## src/rtl/bp_me_pkg.sv

```systemverilog
// Shared memory-end helpers: cache packet width and requester-ID width.
// Imported by the cache arbiter and its ID FIFO.
package bp_me_pkg;

  localparam int bsg_cache_opcode_width_gp = 6;
  localparam int paddr_width_dflt_gp = 40;

  // Matches the bsg_cache packet layout: opcode + addr + data + byte mask.
  function automatic int cache_pkt_width(int paddr_w, int dword_w);
    return bsg_cache_opcode_width_gp + paddr_w + dword_w + dword_w / 8;
  endfunction

  // Width of a requester index or lock holder, never below 1.
  function automatic int id_width(int n);
    return (n > 1) ? $clog2(n) : 1;
  endfunction

endpackage

```

## src/rtl/bp_me_cache_id_fifo.sv

```systemverilog
// Requester-ID FIFO: two pointers with wrap bits, full/empty from pointers.
// Ports: clk_i, reset_i, data_i/enq_i/full_o in, data_o/v_o/deq_i out.
module bp_me_cache_id_fifo
  import bp_me_pkg::*;
#(
  parameter int width_p = 1,
  parameter int els_p = 4
) (
  input  logic               clk_i,
  input  logic               reset_i,
  input  logic [width_p-1:0] data_i,
  input  logic               enq_i,
  output logic               full_o,
  output logic [width_p-1:0] data_o,
  output logic               v_o,
  input  logic               deq_i
);

  localparam int aw = id_width(els_p);

  // Pointer layout: {wrap, index}
  logic [aw:0]        wr_r;
  logic [aw:0]        rd_r;
  logic [width_p-1:0] mem [els_p];

  function automatic logic [aw:0] bump(logic [aw:0] p);
    if (p[aw-1:0] == aw'(els_p - 1))
      return {~p[aw], {aw{1'b0}}};
    else
      return {p[aw], p[aw-1:0] + 1'b1};
  endfunction

  logic same_idx;
  assign same_idx = (wr_r[aw-1:0] == rd_r[aw-1:0]);
  assign full_o = same_idx & (wr_r[aw] != rd_r[aw]);
  assign v_o = ~(same_idx & (wr_r[aw] == rd_r[aw]));
  assign data_o = mem[rd_r[aw-1:0]];

  always_ff @(posedge clk_i or posedge reset_i) begin
    if (reset_i) begin
      wr_r <= '0;
      rd_r <= '0;
      for (int i = 0; i < els_p; i++)
        mem[i] <= '0;
    end else begin
      if (enq_i) begin
        mem[wr_r[aw-1:0]] <= data_i;
        wr_r <= bump(wr_r);
      end
      if (deq_i)
        rd_r <= bump(rd_r);
    end
  end

endmodule

```

## src/rtl/bp_me_cache_arbiter.sv

```systemverilog
// Round-robin arbiter sharing one cache packet port among requesters,
// with burst lock and in-order response steering via an ID FIFO.
module bp_me_cache_arbiter
  import bp_me_pkg::*;
#(
  parameter int num_req_p = 2,
  parameter int paddr_width_p = paddr_width_dflt_gp,
  parameter int dword_width_p = 64,
  parameter int id_fifo_els_p = 4,
  parameter int pkt_width_lp = cache_pkt_width(paddr_width_p, dword_width_p)
) (
  input  logic                              clk_i,
  input  logic                              reset_i,
  input  logic [num_req_p*pkt_width_lp-1:0] req_pkt_i,
  input  logic [num_req_p-1:0]              req_pkt_v_i,
  input  logic [num_req_p-1:0]              req_pkt_lock_i,
  output logic [num_req_p-1:0]              req_pkt_ready_o,
  output logic [dword_width_p-1:0]          req_data_o,
  output logic [num_req_p-1:0]              req_v_o,
  input  logic [num_req_p-1:0]              req_yumi_i,
  output logic [pkt_width_lp-1:0]           cache_pkt_o,
  output logic                              cache_pkt_v_o,
  input  logic                              cache_pkt_ready_i,
  input  logic [dword_width_p-1:0]          cache_data_i,
  input  logic                              cache_v_i,
  output logic                              cache_yumi_o
);

  localparam int iw = id_width(num_req_p);
  localparam logic [num_req_p-1:0] one = num_req_p'(1);

  logic [iw-1:0]        last_r;
  logic [iw-1:0]        lock_id_r;
  logic                 lock_v_r;
  logic [num_req_p-1:0] elig;
  logic [iw-1:0]        grant;
  logic                 found;
  logic                 go;
  logic                 fifo_full;
  logic                 fifo_v;
  logic [iw-1:0]        head;

  // A held lock masks everyone but the holder.
  always_comb begin
    elig = req_pkt_v_i;
    if (lock_v_r)
      elig = req_pkt_v_i & (one << lock_id_r);
  end

  // Rotate to start after last_r, take first valid, map back.
  always_comb begin
    int idx;
    idx = 0;
    found = 1'b0;
    grant = '0;
    for (int i = 0; i < num_req_p; i++) begin
      idx = int'(last_r) + 1 + i;
      if (idx >= num_req_p)
        idx = idx - num_req_p;
      if (!found && elig[idx]) begin
        found = 1'b1;
        grant = iw'(idx);
      end
    end
  end

  assign go = found & cache_pkt_ready_i & ~fifo_full & ~reset_i;
  assign cache_pkt_v_o = go;

  always_comb begin
    cache_pkt_o = '0;
    if (found && !reset_i)
      cache_pkt_o = req_pkt_i[grant*pkt_width_lp +: pkt_width_lp];
  end

  always_comb begin
    req_pkt_ready_o = '0;
    if (go)
      req_pkt_ready_o = one << grant;
  end

  bp_me_cache_id_fifo #(
    .width_p(iw),
    .els_p  (id_fifo_els_p)
  ) id_fifo (
    .clk_i  (clk_i),
    .reset_i(reset_i),
    .data_i (grant),
    .enq_i  (go),
    .full_o (fifo_full),
    .data_o (head),
    .v_o    (fifo_v),
    .deq_i  (cache_yumi_o)
  );

  always_comb begin
    req_v_o = '0;
    if (cache_v_i && fifo_v)
      req_v_o = one << head;
  end

  assign cache_yumi_o = cache_v_i & fifo_v & req_yumi_i[head];
  assign req_data_o = reset_i ? '0 : cache_data_i;

  always_ff @(posedge clk_i or posedge reset_i) begin
    if (reset_i) begin
      last_r <= iw'(num_req_p - 1);
      lock_v_r <= 1'b0;
      lock_id_r <= '0;
    end else if (go) begin
      last_r <= grant;
      lock_v_r <= req_pkt_lock_i[grant];
      lock_id_r <= grant;
    end
  end

  // A response with nothing outstanding means the cache broke protocol.
  assert property (@(posedge clk_i) disable iff (reset_i)
    !(cache_v_i && !fifo_v));

endmodule

```

## config.mk

```make
export PLATFORM = sky130hd
export DESIGN_NAME = bp_me_cache_arbiter
export DESIGN_NICKNAME = d
export VERILOG_FILES = /design/src/rtl/bp_me_pkg.sv /design/src/rtl/bp_me_cache_id_fifo.sv /design/src/rtl/bp_me_cache_arbiter.sv
export SDC_FILE = /design/constraint.sdc
export NUM_CORES = 1
export LEC_CHECK = 0
export ABC_AREA = 1
export CAP_MARGIN = 20
export CORE_AREA = 2 2 193 195
export CTS_BUF_LIST = sky130_fd_sc_hd__clkbuf_8
export CTS_CLUSTER_SIZE = 12
export DETAILED_ROUTE_END_ITERATION = 10
export DIE_AREA = 0 0 195 197
export SYNTH_ARGS = -nofsm -noshare
export SYNTH_HDL_FRONTEND = slang
export SYNTH_SLANG_ARGS = --single-unit
export TNS_END_PERCENT = 10
```

## constraint.sdc

```tcl
create_clock -name clk_i -period 2.45 [get_ports clk_i]
set_input_delay 0.49 -clock clk_i [delete_from_list [all_inputs] [get_ports clk_i]]
set_output_delay 0.49 -clock clk_i [all_outputs]
set_load 0.05 [all_outputs]
```

==> metrics.md, run 1 <==
| Metric | Value |
|---|---|
| CTS tree | built |
| Critical path capture point type | output port |
| CP most frequent cell | buf_12 |
| Max rail drop VDD | 0.2325 mV |
| Design area | 11950 um2 |
| FF-to-FF Start | lock_v_r |
| Core ar. | 36260 um2 |
| Syn Nets | 952 |
| Clock Latency Late Sink | 0.24 ns |
| Post-Route WL | 27510 um |
| Starting Density | 8.195% |
| Placer Congestion | 0.8039 |
| First-pass GRT wire length | 39460 um |
| R2r worst-path depth | 10 |
| Die Ht | 197 um |
| Area grow syn2layout | 302.3% |
| Slowest-stage cell, CP | dfstp_2 |
| Synth area leaders | nand2_1 36%, a21oi_1 20%, dfrtp_1 10%, inv_1 9.3%, nor2_1 8.5% |
| Crit Path Max Fanout | 13 |
| Sequential cell fraction of total power | 5.2% |
| Crit path kind | reg2out |
| Fin crit period | 2.431 ns |
| Final WS setup | 0.01888 ns |
| GRT overflow | 0 |
| Area after DPL | 10560 um2 |
| Vias | 6157 |
| Pleak | 5.030 nW |
| CP Launch Type | flop |
| GRT Overall Usage | 13.31% |
| Data required time at the worst endpoint | 1.96 ns |
| FF-to-FF setup slack | 0.75 ns |
| Hpwl dp | 20820 um |
| Arr. time, crit path | 1.94 ns |
| TritonRoute pass-1 iters | 5 |
| Drt first-iter violations | 169 |
| Synth top area share | 36.25% |
| Int Pwr | 0.003962 W |
| Sw power | 0.004169 W |
| Post-synthesis sequential area ratio | 10.99% |
| Initial antenna violation count | 4 |
| Tcrit/Tclk final | 99.23% |
| Post-Syn Area | 2972 um2 |
| Clock network fraction of total power | 2.5% |
| Largest net degree at the start of global routing | 65 |
| Root buffer cell | clkbuf_8 |
| # DRC | 0 |
| # rows | 70 |
| PD cells | 680.3 nW/um2 |
| Hold path depth | 2 |
| Ports | 498 |
| RSZ-0062 raised after global routing | true |
| CP peak stage delay | 0.56 ns |
| Fraction of synthesis flops using an asynchronous set or reset pin | 100.0% |
| Outcome | completed |
| Worst-path clk slew | 0.06 ns |
| Crit-path cells | nand3_4 -> nand2_8 -> buf_12 -> buf_12 -> buf_16 -> nand2_1 -> a21oi_2 -> buf_4 -> buf_12 |
| Sw Ratio | 51.27% |
| Avg Inst Size Synth | 4.665 um2 |
| Post-route ant nets | 0 |
| Synth area leader | nand2_1 |
| CTS Hold Buffers Added | 0 |
| Max-Slew Margin vs Limit | 58.89% |
| Max Slew Vio Count | 0 |
| WL/cell | 16.93 um |
| Post-synth EDFFs | 0 |
| Yosys reg bits | 13 |
| Most common cell in the netlist | nand2_1 |
| Fmax | 411.3 MHz |
| Clock tree buffer depth | 2 |
| Number of global-route vias before repair | 6462 |
| Comb power frac | 92.3% |
| Via density | 3.789 |
| Total CTS buffers | 3 |
| Hold Vio Cnt, Final | 0 |
| Cells after synthesis | 637 |
| CTS Sinks | 13 |
| R2r endpoint | id_fifo.mem[0] |
| Max-cap violation count | 0 |
| HP Class | reg2reg |
| Yosys cell types | 22 |
| Synth Flop Type | dfrtp_1 |
| H-tree levels | 1 |
| Die Wd | 195 um |
| DIE AREA | 38420 um2 |
| Port bufs | 497 |
| Hold_sp | last_r |
| Worst Hold Path EP | last_r |
| Slew of the pin with the lowest slew margin | 0.6166 ns |
| Synthesis warning total | 0 |
| Nets | 1469 |
| Post-synth top cells | 287 x nand2_1, 119 x a21oi_1, 74 x inv_1, 67 x nor2_1, 13 x buf_2 |
| Final Skew | 0.002013 ns |
| Post-Place Worst Slack | -0.4268 ns |
| Finish-stage setup viols | 0 |
| Ratio of cells with drive above 1 in the final layout | 35.47% |
[logic make-up (layout without fill, tap and decap cells)]
kind of cell               after synthesis  in the layout  share of synthesized area (%)
and+or+nand+nor                        368            368                          47.66
AOI/OAI and AO/OA                      127            127                          21.39
buffers and inverters                  124            640                          17.85
DFF                                     13             13                          10.99
adders and majority gates                5              5                          2.105
other                                    0              4                              0
[layer usage]
metal | global-route usage, % | vias to the layer above | part of all wire (%)
li1 | - | 2976 | -
met1 | 14.55 | 2816 | 37
met2 | 25.22 | 339 | 54
met3 | 3.166 | 26 | 7.8
met4 | 4.213 | 0 | 1.9
met5 | 0 | - | 0
[worst max-delay path: cells and delay by family, from the launching register on]
kind | cells | cell delay (ns)
buffers and inverters | 5 | 0.66
flip-flops | 1 | 0.56
AND/OR/NAND/NOR | 3 | 0.30
AO/OA/AOI/OAI | 1 | 0.16
[worst max-delay path by stage]
| stage | startpoint | end | slack, ns | cells past startpoint |
|---|---|---|---|---|
| after global placement | req_pkt_v_i[1] | cache_pkt_o[39] | -0.45 | 8 |
| after CTS | lock_v_r | cache_pkt_o[112] | -0.05 | 10 |
| after floorplan | reset_i | cache_pkt_o[100] | -0.17 | 5 |
| after detailed placement | req_pkt_v_i[1] | cache_pkt_o[39] | -0.43 | 8 |
| after global routing | lock_id_r | cache_pkt_o[65] | -0.07 | 12 |
| final | last_r | cache_pkt_o[102] | 0.02 | 9 |
[sequential cells by signal (all words and copies together), names as in the netlist]
name	count
id_fifo.wr_r	3
last_r	1
id_fifo.rd_r	3
lock_v_r	1
lock_id_r	1
id_fifo.mem	4
[power by group through the flow]
stage	logic [W]	registers (W)	clock network, W
floorplan	0.00293	0.000388	0
finish	0.00751	0.000425	0.000200
detailed placement	0.00610	0.000416	0
global route	0.00790	0.000442	0.000223
global placement	0.00606	0.000414	0
CTS	0.00722	0.000419	0.000214
[cell type report]
type	instances	area, um2
Fill cell	3738	24310
Timing Repair Buffer	558	7879
Multi-Input combinational cell	500	2788
Tap cell	468	585.6
Sequential cell	13	326.6
Inverter	78	319.1
Clock buffer	3	41.29
Antenna cell	4	10.01
Clock inverter	1	5.005
[placed cells by master, fill, tap and decap left out, types with 6 or more instances in the layout]
cell,synthesis,layout
nand2_1,287,264
a21oi_4,0,14
a21oi_2,0,104
inv_1,74,72
nand2_4,1,6
buf_12,0,199
dfrtp_1,12,12
nand3_1,8,7
nand2_2,1,17
nor2_1,67,66
buf_4,11,25
buf_16,0,16
o21ai_0,6,6
clkdlybuf4s50_1,0,306
[repair_timing]
item / 4_1_cts / 5_1_grt
resized for setup: 130 / 69
pin swaps: 11 / 34
buffers inserted: 7 / 2
gates cloned: 12 / 4
setup endpoints to repair: 121 / 115
[through the flow]
step / total power (W) / utilization (%) / hold WS, ns / cells / setup TNS (ns)
after floorplan: 0.003322 / - / 0.3902 / 637 / -6.760
after global placement: 0.006470 / 29.13 / 0.4628 / 1592 / -36.01
after detailed placement: 0.006519 / 29.13 / 0.4656 / 1592 / -36.88
after CTS: 0.007856 / 31.90 / 0.4907 / 1615 / -0.2711
after global routing: 0.008567 / 32.97 / 0.5237 / 1625 / -2.245
final: 0.008132 / 32.97 / 0.4871 / 1625 / 0
Power figures use the tool's default switching activity.
==> run 2, diff against run 1 <==
CORE_AREA = 10 10 185 187   (was 2 2 193 195)
SLEW_MARGIN = 40   (was unset)
==> run 2 against run 1 <==
Cell area shrank 4.8%. Critical endpoint is now cache_pkt_o[84]. Cell count shrank 5.2%. Highest routed layer unchanged. Non-clock buffer count shrank 12.
==> metrics.md, run 2 (same netlist as run 1, synthesis figures left out) <==
| Metric | Value |
|---|---|
| Outcome | completed |
| Crit path kind | reg2out |
| Slowest-stage cell, CP | dfstp_2 |
| First-pass GRT wire length | 42250 um |
| Fmax | 420.0 MHz |
| Critical path capture point type | output port |
| Final Skew | 0.005477 ns |
| CP Launch Type | flop |
| Area after DPL | 10460 um2 |
| Max rail drop VDD | 0.2218 mV |
| Fin crit period | 2.381 ns |
| Max-Slew Margin vs Limit | 59.16% |
| Layout Cells excl Fill | 1540 |
| Clock tree buffer depth | 2 |
| Hpwl dp | 24640 um |
| Biggest regs | id_fifo.mem: 4 flops, id_fifo.rd_r: 3 flops, id_fifo.wr_r: 3 flops |
| Top reg by flops | id_fifo.mem |
| Die Ht | 197 um |
| Fin Hold WS | 0.3695 ns |
| # DRC | 0 |
| Max-cap violation count | 0 |
| Crit path buf inv count | 4 |
| GRT overflow | 0 |
| Initial antenna violation count | 3 |
| CP most frequent cell | buf_12 |
| Max reg flops | 4 |
| Clock Latency Late Sink | 0.24 ns |
| Die Wd | 195 um |
| CTS tree | built |
| CP peak stage delay | 0.55 ns |
| Largest net degree at the start of global routing | 65 |
| DIE AREA | 38420 um2 |
| Nets | 1457 |
| Pleak | 4.880 nW |
| Starting Density | 9.766% |
| Placer Congestion | 0.8899 |
| Fillers | 3027 |
| Worst-path clk slew | 0.06 ns |
| Most frequent cells in the layout | 306 x clkdlybuf4s50_1, 283 x nand2_1, 200 x buf_12, 84 x a21oi_2, 75 x inv_1 |
| # placed instances | 1518 |
| CTS Sinks | 13 |
| Number of global-route vias before repair | 6385 |
| Arr. time, crit path | 1.89 ns |
| HP Class | in2async |
| H-tree levels | 1 |
| Post-Route WL | 30080 um |
| Total CTS buffers | 3 |
| Design area | 11380 um2 |
| Drt first-iter violations | 179 |
| TritonRoute pass-1 iters | 5 |
| Core ar. | 30430 um2 |
| Crit-path cells | nand3_4 -> nand2_8 -> buf_12 -> buf_12 -> buf_16 -> nand2_1 -> a21oi_2 -> buf_12 |
| # rows | 64 |
| Area grow syn2layout | 282.9% |
| RSZ-0062 raised after global routing | true |
| Crit Path Max Fanout | 14 |
| Area of the multi-input gates | 2550 um2 |
| Port bufs | 497 |
| Slew of the pin with the lowest slew margin | 0.6126 ns |
| Vias | 5970 |
| WL/cell | 19.53 um |
| Via density | 3.877 |
| PD cells | 669.4 nW/um2 |
| Finish-stage setup viols | 0 |
| Root buffer cell | clkbuf_8 |
| Post-route ant nets | 0 |
| CTS Hold Buffers Added | 0 |
| Most common cell after layout, fill and taps aside | clkdlybuf4s50_1 |
| Ports | 498 |
| Reg area | 326.6 um2 |
| Ratio of cells with drive above 1 in the final layout | 30.41% |
| Top Family by Delay on Critical Path | buffers and inverters |
| Tcrit/Tclk final | 97.19% |
| GRT Overall Usage | 14.28% |
| Data required time at the worst endpoint | 1.96 ns |
| Hold Vio Cnt, Final | 0 |
| Max Slew Vio Count | 0 |
-- run 2: path summary, 6_finish.rpt --
path	startpoint	to	slack (ns)	depth (start not counted)
max in group asynchronous	reset_i	last_r	1.84	3
min	reset_i	id_fifo.rd_r[2]	0.37	3
min in group clk_i	id_fifo.mem[2]	id_fifo.mem[2]	0.49	2
max reg2reg	lock_v_r	id_fifo.mem[0]	0.82	9
max	last_r	cache_pkt_o[84]	0.07	8
min reg2reg	id_fifo.mem[2]	id_fifo.mem[2]	0.49	2
-- run 2: area by class of cell --
class	instances	area share (%)
sequential	13	2.870
multi-input combinational	500	22.41
antenna	3	0.06597
timing repair buffer	546	67.10
inverter	78	2.804
clock inverter	1	0.03299
clock buffer	3	0.3628
tap	396	4.354
-- run 2: report_power, final --
| part | leakage [nW] | internal [W] | switching [W] | total (W) |
|---|---|---|---|---|
| logic | 4.69 | 0.00324 | 0.00377 | 0.00701 |
| registers | 0.162 | 0.000322 | 0.0000954 | 0.000417 |
| clock network | 0.0269 | 0.000111 | 0.0000785 | 0.000189 |
-- run 2: per-layer routing --
layer | share of wire [%] | routed length, um | global-route usage [%] | vias to the layer above
met5 | 0 | 0 | 0 | -
met4 | 0.56 | 167 | 2.291 | 0
met3 | 10 | 3028 | 5.143 | 6
met2 | 53 | 15940 | 26.97 | 331
met1 | 36 | 10950 | 15.04 | 2683
li1 | - | - | - | 2950
-- run 2: metrics by stage --
step	utilization [%]	power [W]	setup TNS (ns)	setup slack [ns]
global route	37.38	0.008021	-0.04735	-0.01481
detailed placement	34.36	0.006499	-20.54	-0.3044
global placement	34.36	0.006457	-18.93	-0.3237
finish	37.40	0.007617	0	0.06883
floorplan	-	0.003322	-6.760	-0.1653
CTS	37.06	0.007625	0	0.01265
-- run 2: what timing repair did --
item                       4_1_cts  5_1_grt
gates cloned                     9        2
buffers inserted                 6        0
gates resized for setup        110       19
setup endpoints to repair      120       45
pin swaps                       22        4
-- run 2: worst register-to-register path, stage by stage (launching register included) --
cell and delay, ns:
dfrtp_1 0.40, nand2_1 0.13, nand2_1 0.06, nand2_1 0.14
buf_4 0.13, nand3_1 0.09, nor2_4 0.15, buf_4 0.18
nand2_1 0.09, o21ai_0 0.17
